==> src/rtl/sweep_sched.sv <==
// Frequency sweep scheduler.
// Steps a DDS frequency code from FREQ_START to FREQ_END and, at each point,
// waits for the analog path to settle. It then enables the FFT core and waits
// for one accepted frame (after discarding DISCARD_FRM frames) before moving on.
// A watchdog aborts a point that never delivers its accepting frame.
// All outputs come straight from flops.
module sweep_sched #(
  parameter logic [15:0] FREQ_START  = 16'd1,
  parameter logic [15:0] FREQ_STEP   = 16'd1,
  parameter logic [15:0] FREQ_END    = 16'd150,
  parameter logic [15:0] SETTLE_CYC  = 16'd50000,
  parameter logic [3:0]  DISCARD_FRM = 4'd1,
  parameter logic [23:0] TIMEOUT_CYC = 24'd10000000
) (
  input  logic        clk_50m,
  input  logic        rst_n,
  input  logic        start,
  input  logic        abort,
  input  logic        frame_done,
  output logic [15:0] freq,
  output logic        next_freq,
  output logic        learn_en,
  output logic        fft_valid,
  output logic [7:0]  point_idx,
  output logic        busy,
  output logic        done,
  output logic        timeout_err
);

  typedef enum logic [2:0] {
    S_IDLE    = 3'd0,
    S_SETTLE  = 3'd1,
    S_CAPTURE = 3'd2,
    S_STEP    = 3'd3,
    S_DONE    = 3'd4
  } state_t;

  state_t      state_q, state_d;
  logic [15:0] freq_q, freq_d;
  logic [7:0]  point_idx_q, point_idx_d;
  logic        next_freq_q, next_freq_d;
  logic        learn_en_q, learn_en_d;
  logic        fft_valid_q, fft_valid_d;
  logic        busy_q, busy_d;
  logic        done_q, done_d;
  logic        timeout_err_q, timeout_err_d;
  logic [15:0] settle_cnt_q, settle_cnt_d;
  logic [3:0]  frame_cnt_q, frame_cnt_d;
  logic [23:0] tmo_cnt_q, tmo_cnt_d;

  // Next frequency is formed one bit wider so a step past 16'hFFFF is seen
  // as "beyond the end" instead of wrapping to a small code.
  logic [16:0] freq_sum;
  logic        settle_last;
  logic        tmo_last;
  logic        frame_accept;

  assign freq_sum     = {1'b0, freq_q} + {1'b0, FREQ_STEP};
  // A zero settle or timeout length behaves like a length of one cycle.
  assign settle_last  = ({1'b0, settle_cnt_q} + 17'd1) >= {1'b0, SETTLE_CYC};
  assign tmo_last     = ({1'b0, tmo_cnt_q} + 25'd1) >= {1'b0, TIMEOUT_CYC};
  // The (DISCARD_FRM+1)-th frame of a point is the one that is kept.
  assign frame_accept = frame_done && (frame_cnt_q == DISCARD_FRM);

  // State and output registers, asynchronously cleared by rst_n.
  always_ff @(posedge clk_50m or negedge rst_n) begin
    if (!rst_n) begin
      state_q       <= S_IDLE;
      freq_q        <= 16'd0;
      point_idx_q   <= 8'd0;
      next_freq_q   <= 1'b0;
      learn_en_q    <= 1'b0;
      fft_valid_q   <= 1'b0;
      busy_q        <= 1'b0;
      done_q        <= 1'b0;
      timeout_err_q <= 1'b0;
      settle_cnt_q  <= 16'd0;
      frame_cnt_q   <= 4'd0;
      tmo_cnt_q     <= 24'd0;
    end else begin
      state_q       <= state_d;
      freq_q        <= freq_d;
      point_idx_q   <= point_idx_d;
      next_freq_q   <= next_freq_d;
      learn_en_q    <= learn_en_d;
      fft_valid_q   <= fft_valid_d;
      busy_q        <= busy_d;
      done_q        <= done_d;
      timeout_err_q <= timeout_err_d;
      settle_cnt_q  <= settle_cnt_d;
      frame_cnt_q   <= frame_cnt_d;
      tmo_cnt_q     <= tmo_cnt_d;
    end
  end

  // Next-state and next-output logic; abort overrides everything, including start.
  always_comb begin
    state_d       = state_q;
    freq_d        = freq_q;
    point_idx_d   = point_idx_q;
    next_freq_d   = 1'b0;
    learn_en_d    = learn_en_q;
    fft_valid_d   = fft_valid_q;
    busy_d        = busy_q;
    done_d        = done_q;
    timeout_err_d = timeout_err_q;
    settle_cnt_d  = settle_cnt_q;
    frame_cnt_d   = frame_cnt_q;
    tmo_cnt_d     = tmo_cnt_q;

    if (abort) begin
      // Cancel keeps freq, point_idx and timeout_err for post-mortem reading.
      state_d      = S_IDLE;
      learn_en_d   = 1'b0;
      fft_valid_d  = 1'b0;
      busy_d       = 1'b0;
      done_d       = 1'b0;
      settle_cnt_d = 16'd0;
      frame_cnt_d  = 4'd0;
      tmo_cnt_d    = 24'd0;
    end else begin
      case (state_q)
        S_IDLE, S_DONE: begin
          // busy is low only in these two states, so start is honoured only here.
          if (start) begin
            state_d       = S_SETTLE;
            freq_d        = FREQ_START;
            point_idx_d   = 8'd0;
            next_freq_d   = 1'b1;
            learn_en_d    = 1'b1;
            fft_valid_d   = 1'b0;
            busy_d        = 1'b1;
            done_d        = 1'b0;
            timeout_err_d = 1'b0;
            settle_cnt_d  = 16'd0;
            frame_cnt_d   = 4'd0;
            tmo_cnt_d     = 24'd0;
          end
        end

        S_SETTLE: begin
          fft_valid_d = 1'b0;
          if (settle_last) begin
            state_d      = S_CAPTURE;
            fft_valid_d  = 1'b1;
            settle_cnt_d = 16'd0;
            frame_cnt_d  = 4'd0;
            tmo_cnt_d    = 24'd0;
          end else begin
            settle_cnt_d = settle_cnt_q + 16'd1;
          end
        end

        S_CAPTURE: begin
          // An accepting frame on the final watchdog cycle still counts.
          if (frame_accept) begin
            state_d     = S_STEP;
            fft_valid_d = 1'b0;
            frame_cnt_d = 4'd0;
            tmo_cnt_d   = 24'd0;
          end else if (tmo_last) begin
            state_d       = S_IDLE;
            timeout_err_d = 1'b1;
            fft_valid_d   = 1'b0;
            learn_en_d    = 1'b0;
            busy_d        = 1'b0;
            frame_cnt_d   = 4'd0;
            tmo_cnt_d     = 24'd0;
          end else begin
            tmo_cnt_d = tmo_cnt_q + 24'd1;
            if (frame_done) begin
              frame_cnt_d = frame_cnt_q + 4'd1;
            end
          end
        end

        S_STEP: begin
          fft_valid_d = 1'b0;
          if (freq_sum > {1'b0, FREQ_END}) begin
            state_d    = S_DONE;
            done_d     = 1'b1;
            busy_d     = 1'b0;
            learn_en_d = 1'b0;
          end else begin
            state_d      = S_SETTLE;
            freq_d       = freq_sum[15:0];
            // The index only labels points; it saturates and never ends the sweep.
            point_idx_d  = (point_idx_q == 8'hFF) ? point_idx_q : point_idx_q + 8'd1;
            next_freq_d  = 1'b1;
            settle_cnt_d = 16'd0;
          end
        end

        default: begin
          state_d     = S_IDLE;
          learn_en_d  = 1'b0;
          fft_valid_d = 1'b0;
          busy_d      = 1'b0;
          done_d      = 1'b0;
        end
      endcase
    end
  end

  assign freq        = freq_q;
  assign point_idx   = point_idx_q;
  assign next_freq   = next_freq_q;
  assign learn_en    = learn_en_q;
  assign fft_valid   = fft_valid_q;
  assign busy        = busy_q;
  assign done        = done_q;
  assign timeout_err = timeout_err_q;

endmodule

==> config.mk <==
export PLATFORM = sky130hd
export DESIGN_NAME = sweep_sched
export DESIGN_NICKNAME = d
export VERILOG_FILES = /design/src/rtl/sweep_sched.sv
export SDC_FILE = /design/constraint.sdc
export NUM_CORES = 1
export LEC_CHECK = 0
export BUFFER_PORTS_ARGS = -buffer_cell sky130_fd_sc_hd__buf_4
export CORE_MARGIN = 2
export CORE_UTILIZATION = 32
export CTS_BUF_LIST = sky130_fd_sc_hd__clkbuf_16
export CTS_CLUSTER_SIZE = 20
export DETAILED_ROUTE_END_ITERATION = 8
export HOLD_SLACK_MARGIN = 0.08
export SLEW_MARGIN = 20
export SYNTH_ARGS = -nofsm -noshare
export SYNTH_HDL_FRONTEND = slang
export SYNTH_SLANG_ARGS = --single-unit
==> constraint.sdc <==
create_clock -name clk_50m -period 3.5 [get_ports clk_50m]
set_clock_uncertainty 0.1 [all_clocks]
set_input_delay 0.525 -clock clk_50m [delete_from_list [all_inputs] [get_ports clk_50m]]
set_output_delay 0.525 -clock clk_50m [all_outputs]
set_load 0.02 [all_outputs]
==> results.md, run 1 <==
* Status: complete, no violations
* Initial Utilization at 0.324
* TNS Setup at 0 ps
* Post-Syn Area at just over 0.005 sq mm
* Synth Instances at around 590
* Critical Path End Type: flop
* PortBufs at 34
* Power Total at about 2500 uW
* Detailed Route Iter0 Violations at between 300 and 400
* CTS tree: built
* # IOs at 35
* Post-synth EDFFs at 0
* Total Routing Usage GR at 0.155
* Post-synthesis cell type count at just under 80
* Rows at 46
* Vias in the first global route at roughly 4,400
* Post-route ant nets at 0
* Most common cell after layout, fill and taps aside: dfrtp_1
* Synth area leaders: dfrtp_1, nand2_1, nand3_1
* GP Congestion at ~0.85
* Synth Area in XOR/XNOR at 0.0155
* Routed length on met3 at between 600 and 700 microns
* Routed wl met2 at about 6 mm
* Slew Viols, Final at 0
* Mux share of post-synthesis cell area at 0.0300
* RSZ-0062 raised after global routing: no
* WL final at approximately 13 mm
* Final HPWL DP at between 8 and 9 mm
* Largest net degree at the start of global routing at a little under 80
* Sequential fraction of the synthesis area at 0.374
* Arrival @ worst endpoint at 3390 ps
* Metal-1 WL at ~5.7 mm
* Total die area at about 0.017 sq mm
* Final Util at 0.369
* Critical path peak fanout at 11
* Pleak at 0.00229 uW
* Yosys top cell area share at 0.374
* Worst R2R Setup Slack at about 260 ps
* Fin crit period at about 3200 ps
* Critical Path Start Type: flop
* H-tree level count at 3
* Area share of and/or/nand/nor cells after synthesis at 0.290
* Clock latency on the worst-skew pair at between 300 and 400 ps
* Final Hold Violating Endpoints at 0
* DRC errors left at 0
* Min Hold Slack at between 200 and 250 ps
* Tcrit/Tclk final at 0.927
* Largest family of logic cells by synthesized area: simple AND/OR/NAND/NOR gates
* Top sig layer: met4
* Area leader, netlist: dfrtp_1
* 1st-pass router iterations at 9
* Die H at about 130 microns
* Post-synth net total at around 600
* Vias per inst at 5.67
* FF+latch count, synth at 76
* Worst slew pin tran at between 900 and 1000 ps
* Antenna fix cells at 0
* Async set-reset flop share out of synthesis at 1.00
* Clk buf depth at 2
* CTS root buf: clkbuf_16
* Inst Count DP at 808
* Vias at 4,678
* Slowest-stage cell, CP: or4_4
* Global route overflow at 0
* Cts bufs inserted at 9
* Top_reg_cell synth: dfrtp_1
* Hold Crit Class: in2async
* # setup viols final at 0
* Non-filler cells, final at roughly 830
* Share of cells above drive strength 1 at 0.154
* Fmax at approximately 300 MHz
* Slowest stage delay, CP at approximately 630 ps
* Die W at approximately 130 microns
* Synth Area in Adders at 0.0172
* Yosys warning count at 0
* Maximum vdd drop at roughly 0.25 mV
* WP data required at 3640 ps
* Post-synthesis compound-gate area fraction at 0.207
* CP Class: reg2reg
* Max cap viols at 0
* Crit path cell chain: nand3_2, or4_4, nor2_2, nand3_1, o31a_1, o31ai_4, buf_4, a31oi_1, o32ai_1
* Commonest non-fill, non-tap cells in the layout: dfrtp_1, nand2_1, buf_4
* Pwr Density at roughly 440 mW/mm^2
* Initial antenna violation count at 0
* Final nets at just over 600
* Core box area at between 0.015 and 0.02 sq mm
* Cts hold-fix bufs at 0
* WL per Instance at roughly 15 microns
* Global-route wire length before repair at between 20 and 25 mm
* Relative slew slack at 0.341
* Clock sink count at 76
* Reg clk slew, reported paths at 60 ps
* Syn avg cell area at around 8.6 sq um
* Area grow syn2layout at 13.9%
[kinds of logic after synthesis]
group | Yosys count
AO/OA/AOI/OAI | 146
XOR/XNOR | 9
adder cells (fa/ha/maj) | 7
buffers and inverters | 66
flip-flops | 76
multiplexers | 15
AND/OR/NAND/NOR | 270
[power breakdown]
group / switching, uW / internal, uW
registers: 61.9 / 916
clock network: 386 / 615
logic: 351 / 210
[sequential cells by signal, indices dropped and copies added, names as in the netlist]
name / flops
tmo_cnt_q: 24
freq: 16
settle_cnt_q: 16
point_idx: 8
frame_cnt_q: 4
state_q: 3
busy: 1
done: 1
fft_valid: 1
next_freq: 1
timeout_err: 1
[cell type report]
cell class | instances | area (sq um)
clock buffers | 9 | 225
fillers | 1576 | 9920
multi-input cells | 447 | 2860
inverters | 19 | 71.3
flip-flops and latches | 76 | 1900
well taps | 216 | 270
clock inverters | 7 | 81.3
repair buffers | 51 | 383
[Yosys cell counts, drive strengths merged (14+ instances only)]
library cell	number
nand2	60
dfrtp	76
nor4	14
inv	19
nand3	39
and3	15
nor3	18
nor2	40
buf	19
nand4	26
o21ai	30
clkbuf	28
a31oi	22
a21oi	18
[metrics by stage]
stage          worst slack, ps  area [sq um]
5_1_grt                   30.8          5790
4_1_cts                    133          5780
2_1_floorplan              408          5090
3_5_place_dp               158          5470
3_3_place_gp               231          5470
6_report                   256          5790
[worst max-delay path, delay by kind of cell (launching register included)]
family	cells	cell delay [ps]
AO/OA/AOI/OAI	4	1100
flip-flops	1	450
buffers and inverters	1	270
AND/OR/NAND/NOR	4	1220
[worst paths after layout]
kind,start,endpoint,cells after the start
worst max-delay path,tmo_cnt_q[2],fft_valid,9
worst min-delay path,rst_n,tmo_cnt_q[17],1
worst max register to register,tmo_cnt_q[2],fft_valid,9
worst min register to register,tmo_cnt_q[18],tmo_cnt_q[18],1
max in group asynchronous,rst_n,point_idx[6],1
min in group clk_50m,abort,busy,2
[layer usage]
| layer | global-route usage | up-vias |
|---|---|---|
| met5 | 0 | - |
| met4 | 0.0848 | 0 |
| met3 | 0.0275 | 21 |
| met2 | 0.249 | 139 |
| met1 | 0.199 | 2265 |
| li1 | - | 2253 |
[timing repair]
action                     4_1_cts  5_1_grt
setup endpoints to repair        0       20
setup buffers                    0        0
resized for setup                0        3
Note: power is estimated with default switching activity, not from simulation.
==> run 2, diff against run 1 <==
--- a/config.mk
+++ b/config.mk
@@ -6,7 +6,6 @@
 export NUM_CORES = 1
 export LEC_CHECK = 0
 export BUFFER_PORTS_ARGS = -buffer_cell sky130_fd_sc_hd__buf_4
-export CORE_MARGIN = 2
 export CORE_UTILIZATION = 32
 export CTS_BUF_LIST = sky130_fd_sc_hd__clkbuf_16
 export CTS_CLUSTER_SIZE = 20
==> run 2 against run 1 <==
Net effect: sequential cell count unchanged; cell count decreased by 1.3%; critical path depth fell by 1; register-to-register slack about the same; largest cell class unchanged; count of clock-buffer cells in the layout is the same; fmax is 0.41% lower.
==> results.md, run 2 (synthesized netlist as in run 1, its figures left out) <==
* Fill count at roughly 1,600
* Reg clk slew, reported paths at 60 ps
* GP Congestion at 0.855
* WL per Instance at ~15 microns
* Arrival @ worst endpoint at 3370 ps
* Largest reg by FF count: tmo_cnt_q
* Most common cell after layout, fill and taps aside: dfrtp_1
* DRC errors left at 0
* Net Sw Frac at 0.326
* Critical Path End Type: flop
* Final HPWL DP at roughly 8.4 mm
* Clk buf depth at 2
* Die W at 128 microns
* CP Class: reg2reg
* Die H at between 100 and 150 microns
* CTS root buf: clkbuf_16
* Post-CTS setup buffer count at 0
* TNS Setup at 0 ps
* Vias in the first global route at between 4,000 and 5,000
* Pleak at 0.00225 uW
* PortBufs at 34
* Global route overflow at 0
* Multi-input gate area at between 0.002 and 0.003 sq mm
* P_sw at roughly 770 uW
* Total Routing Usage GR at 0.162
* Detailed Route Iter0 Violations at 401
* 1st-pass router iterations at 4
* Relative slew slack at 0.526
* Commonest non-fill, non-tap cells in the layout: dfrtp_1, nand2_1, buf_4
* Seq pwr share at 0.417
* Status: complete, no violations
* Worst slew pin tran at approximately 710 ps
* Largest register FFs at 24
* Global-route wire length before repair at roughly 21 mm
* FF/Latch Area at around 0.0019 sq mm
* Core box area at roughly 0.015 sq mm
* Area grow syn2layout at 12.3%
* Initial antenna violation count at 0
* Final Hold Violating Endpoints at 0
* Setup ws final at between 200 and 250 ps
* Pwr Density at between 400 and 500 mW/mm^2
* Vias per inst at 5.58
* Pre-CTS setup slack at roughly 140 ps
* # setup viols final at 0
* Clock share of power at 0.348
* Slew Viols, Final at 0
* Cts bufs inserted at 9
* Critical Path Start Type: flop
* Comb pwr share at 0.236
* P_int at 1590 uW
* Max cap viols at 0
* Final nets at 611
* Clock sink count at 76
* Fin crit period at roughly 3300 ps
* Fmax at between 300 and 400 MHz
* WP data required at roughly 3600 ps
* Tcrit/Tclk final at 0.931
* Largest net degree at the start of global routing at slightly below 80
* Rows at 45
* CTS tree: built
* Antenna fix cells at 0
* Post-route ant nets at 0
* Clock latency on the worst-skew pair at between 300 and 400 ps
* RSZ-0062 raised after global routing: no
* Share of cells above drive strength 1 at 0.148
* Total die area at ~0.016 sq mm
* Hold Crit Class: in2async
* Critical path peak fanout at 11
* Maximum vdd drop at around 0.23 mV
* WL final at 12.3 mm
* Vias at roughly 4,500
* H-tree level count at 3
* # IOs at 35
* Initial Utilization at 0.331
==> run 2: cell types whose count changed in the layout (fill, tap and decap cells not counted), moves of 2 or more <==
cell       change
nor3_1         -2
bufinv_16      -2
clkinv_1       -3
nor3_2         +2
buf_4          -6
inv_1          +3
==> run 2: stage by stage <==
stage               utilization  area, sq um  cells  hold slack, ps  power (uW)
floorplan                     -         5090    589             129        1400
global placement          0.353         5430    798             415        1530
detailed placement        0.353         5430    798             423        1540
CTS                       0.369         5680    813             300        2380
global route              0.371         5710    814             177        2490
finish                    0.371         5710    814             113        2360
==> run 2: timing repair <==
action	4_1_cts	5_1_grt
resized for setup	0	5
setup endpoints to repair	0	26
hold buffers	0	0
hold endpoints to repair	0	0
==> run 2: metal layers <==
metal | up-vias | wire length, microns | track usage
met2 | 81 | 5720 | 0.260
met5 | - | 0 | 0
li1 | 2240 | - | -
met1 | 2203 | 5920 | 0.210
met3 | 17 | 393 | 0.0334
met4 | 0 | 250 | 0.0699
==> run 2: critical path, cell delays in order, from the launching register on <==
cell	delay [ps]
dfrtp_1	420
ha_1	270
and3_1	290
o21ai_0	160
or3b_2	440
a311o_1	320
a21boi_1	170
or3_1	580
o311ai_0	380
==> run 2: layout make-up <==
type,instances,area share
timing repair buffer,46,0.0611
sequential,76,0.333
tap,211,0.0462
multi-input combinational,447,0.503
clock buffer,9,0.0394
inverter,19,0.0125
clock inverter,6,0.00460
==> run 2: power groups by stage <==
stage	clock network, uW	registers, uW	logic (uW)
final	819	982	555
after global routing	890	990	614
after CTS	850	981	549
after detailed placement	0	996	547
after global placement	0	993	540
after floorplan	0	985	413
==> run 2: final timing paths <==
kind	endpoint	slack (ps)	start	cells past startpoint
max	settle_cnt_q[8]	240	settle_cnt_q[0]	8
min	tmo_cnt_q[9]	110	rst_n	1
max reg2reg	settle_cnt_q[8]	240	settle_cnt_q[0]	8
min reg2reg	tmo_cnt_q[18]	430	tmo_cnt_q[18]	1
max in group asynchronous	point_idx[5]	2710	rst_n	1
min in group clk_50m	busy	390	abort	2
==> run 3, diff against run 2 <==
--- a/config.mk
+++ b/config.mk
@@ -11,6 +11,7 @@
 export CTS_CLUSTER_SIZE = 20
 export DETAILED_ROUTE_END_ITERATION = 8
 export HOLD_SLACK_MARGIN = 0.08
+export SETUP_SLACK_MARGIN = 0.3
 export SLEW_MARGIN = 20
 export SYNTH_ARGS = -nofsm -noshare
 export SYNTH_HDL_FRONTEND = slang
==> constraint.sdc (replaced) <==
create_clock -name clk_50m -period 2.94 [get_ports clk_50m]
set_clock_uncertainty 0.1 [all_clocks]
set_input_delay 0.441 -clock clk_50m [delete_from_list [all_inputs] [get_ports clk_50m]]
set_output_delay 0.441 -clock clk_50m [all_outputs]
set_load 0.02 [all_outputs]
==> run 3 against run 2 <==
Net effect: sequential cell count stayed put; critical path type unchanged; sequential share of layout area decreased by 7.9 points; setup slack worse by 170 ps; hold slack improved by 190 ps; highest routed layer unchanged; critical endpoint is now tmo_cnt_q[8]; via count rose by 16%; clock power is 50% higher.
==> results.md, run 3 (synthesized netlist as in run 1, its figures left out) <==
* CTS root buf: clkbuf_16
* Post-route cell area at between 0.007 and 0.008 sq mm
* Setup ws final at between 70 and 80 ps
* Hold Crit Class: in2reg
* Initial antenna violation count at 0
* Pre-CTS setup slack at -131 ps
* Die W at ~130 microns
* Cts bufs inserted at 9
* Final HPWL DP at 9.68 mm
* Detailed Route Iter0 Violations at approximately 280
* Worst slew pin tran at about 540 ps
* Largest register FFs at 24
* CTS tree: built
* Global-route wire length before repair at around 24 mm
* Die H at roughly 130 microns
* WL final at 16.0 mm
* Most common cell after layout, fill and taps aside: buf_4
* Initial Utilization at 0.331
* Vias per inst at roughly 5.7
* Vias in the first global route at 4,885
* Depth of the most critical reg-to-reg path at 12
* Relative slew slack at 0.637
* Antenna fix cells at 0
* PortBufs at 34
* Slew Viols, Final at 0
* Arrival @ worst endpoint at around 3000 ps
* Total die area at roughly 0.016 sq mm
* Maximum vdd drop at ~0.34 mV
* Vias at approximately 5,300
* Critical Path End Type: flop
* 1st-pass router iterations at 5
* Pwr Density at about 470 mW/mm^2
* Pleak at a little over 0.003 uW
* # setup viols final at 0
* Core box area at 0.0154 sq mm
* Critical Path Start Type: flop
* Area grow syn2layout at 48.2%
* Fin crit period at 2870 ps
* DRC errors left at 0
* Largest net degree at the start of global routing at 51
* Max cap viols at 0
* Reg clk slew, reported paths at approximately 60 ps
* Share of cells above drive strength 1 at 0.396
* GP Congestion at roughly 0.84
* Hold path depth at 3
* Final Hold Violating Endpoints at 0
* Commonest non-fill, non-tap cells in the layout: buf_4, dfrtp_1, nand2_1
* Clock sink count at between 70 and 80
* Total Routing Usage GR at 0.182
* # IOs at 35
* CP Class: reg2reg
* Fill count at approximately 1,400
* Post-route ant nets at 0
* WP data required at around 3100 ps
* WL per Instance at ~17 microns
* Critical path peak fanout at 6
* Largest reg by FF count: tmo_cnt_q
* H-tree level count at 3
* Fmax at ~350 MHz
* Global route overflow at 0
* DP Area at approximately 0.0062 sq mm
* Clock latency on the worst-skew pair at roughly 350 ps
* Rows at 45
* Final nets at 724
* Status: complete, no violations
* RSZ-0062 raised after global routing: yes
* Clk buf depth at 2
* Tcrit/Tclk final at 0.975
[run 3: area by class of cell]
type	count	area [sq um]	area share
clock buffer	9	225	0.0299
clock inverter	7	98.8	0.0131
sequential	76	1910	0.254
timing repair buffer	158	1430	0.190
multi-input combinational	448	3530	0.469
inverter	19	71.3	0.00946
tap	211	264	0.0350
[run 3: critical path: stages, from the launching register on]
cell     delay (ps)
dfrtp_1         380
nand2_2         100
or4_4           580
buf_12          170
buf_8           120
nor2_4          130
nand3_2          90
and3_4          200
o31ai_4         310
buf_6           210
buf_12          140
a31o_4          140
a22o_1          130
[run 3: layer usage]
| layer | wire, microns | GRT usage | vias up | part of all wire |
|---|---|---|---|---|
| met5 | 0 | 0 | - | 0 |
| li1 | - | - | 2473 | - |
| met2 | 7890 | 0.303 | 152 | 0.49 |
| met3 | 729 | 0.0413 | 30 | 0.046 |
| met1 | 7070 | 0.233 | 2610 | 0.44 |
| met4 | 280 | 0.0561 | 0 | 0.018 |
[run 3: path summary, 6_finish.rpt]
kind | startpoint | end | slack (ps)
worst max-delay path | tmo_cnt_q[6] | tmo_cnt_q[8] | 70
worst min-delay path | frame_done | frame_cnt_q[1] | 300
worst max register to register | tmo_cnt_q[6] | tmo_cnt_q[8] | 70
worst min register to register | tmo_cnt_q[18] | tmo_cnt_q[18] | 430
max in group asynchronous | rst_n | freq[2] | 1660
min in group asynchronous | rst_n | tmo_cnt_q[13] | 460
[run 3: per-stage QoR]
step            util  TNS (ps)  std cells  power [uW]  hold slack (ps)
3_3_place_gp   0.401      -465        867        1980              287
5_1_grt        0.490     -65.0        928        3670              303
6_report       0.490         0        928        3510              300
3_5_place_dp   0.401     -1160        867        2000              298
4_1_cts        0.454         0        911        3330              282
2_1_floorplan      -         0        589        1750             45.4
[run 3: what timing repair did]
action | in CTS | in global routing
endpoints found under the hold margin | 26 | 0
setup buffers | 27 | 11
hold buffers | 1 | 0
cloned | 0 | 6
pin swaps | 7 | 40
gates resized for setup | 56 | 71
endpoints found under the setup margin | 65 | 73
[run 3: power breakdown]
part,total [uW],internal (uW),switching (uW),leakage (uW)
clock network,1230,748,481,0.000156
logic,1110,533,575,0.00185
registers,1170,1090,78.9,0.00104
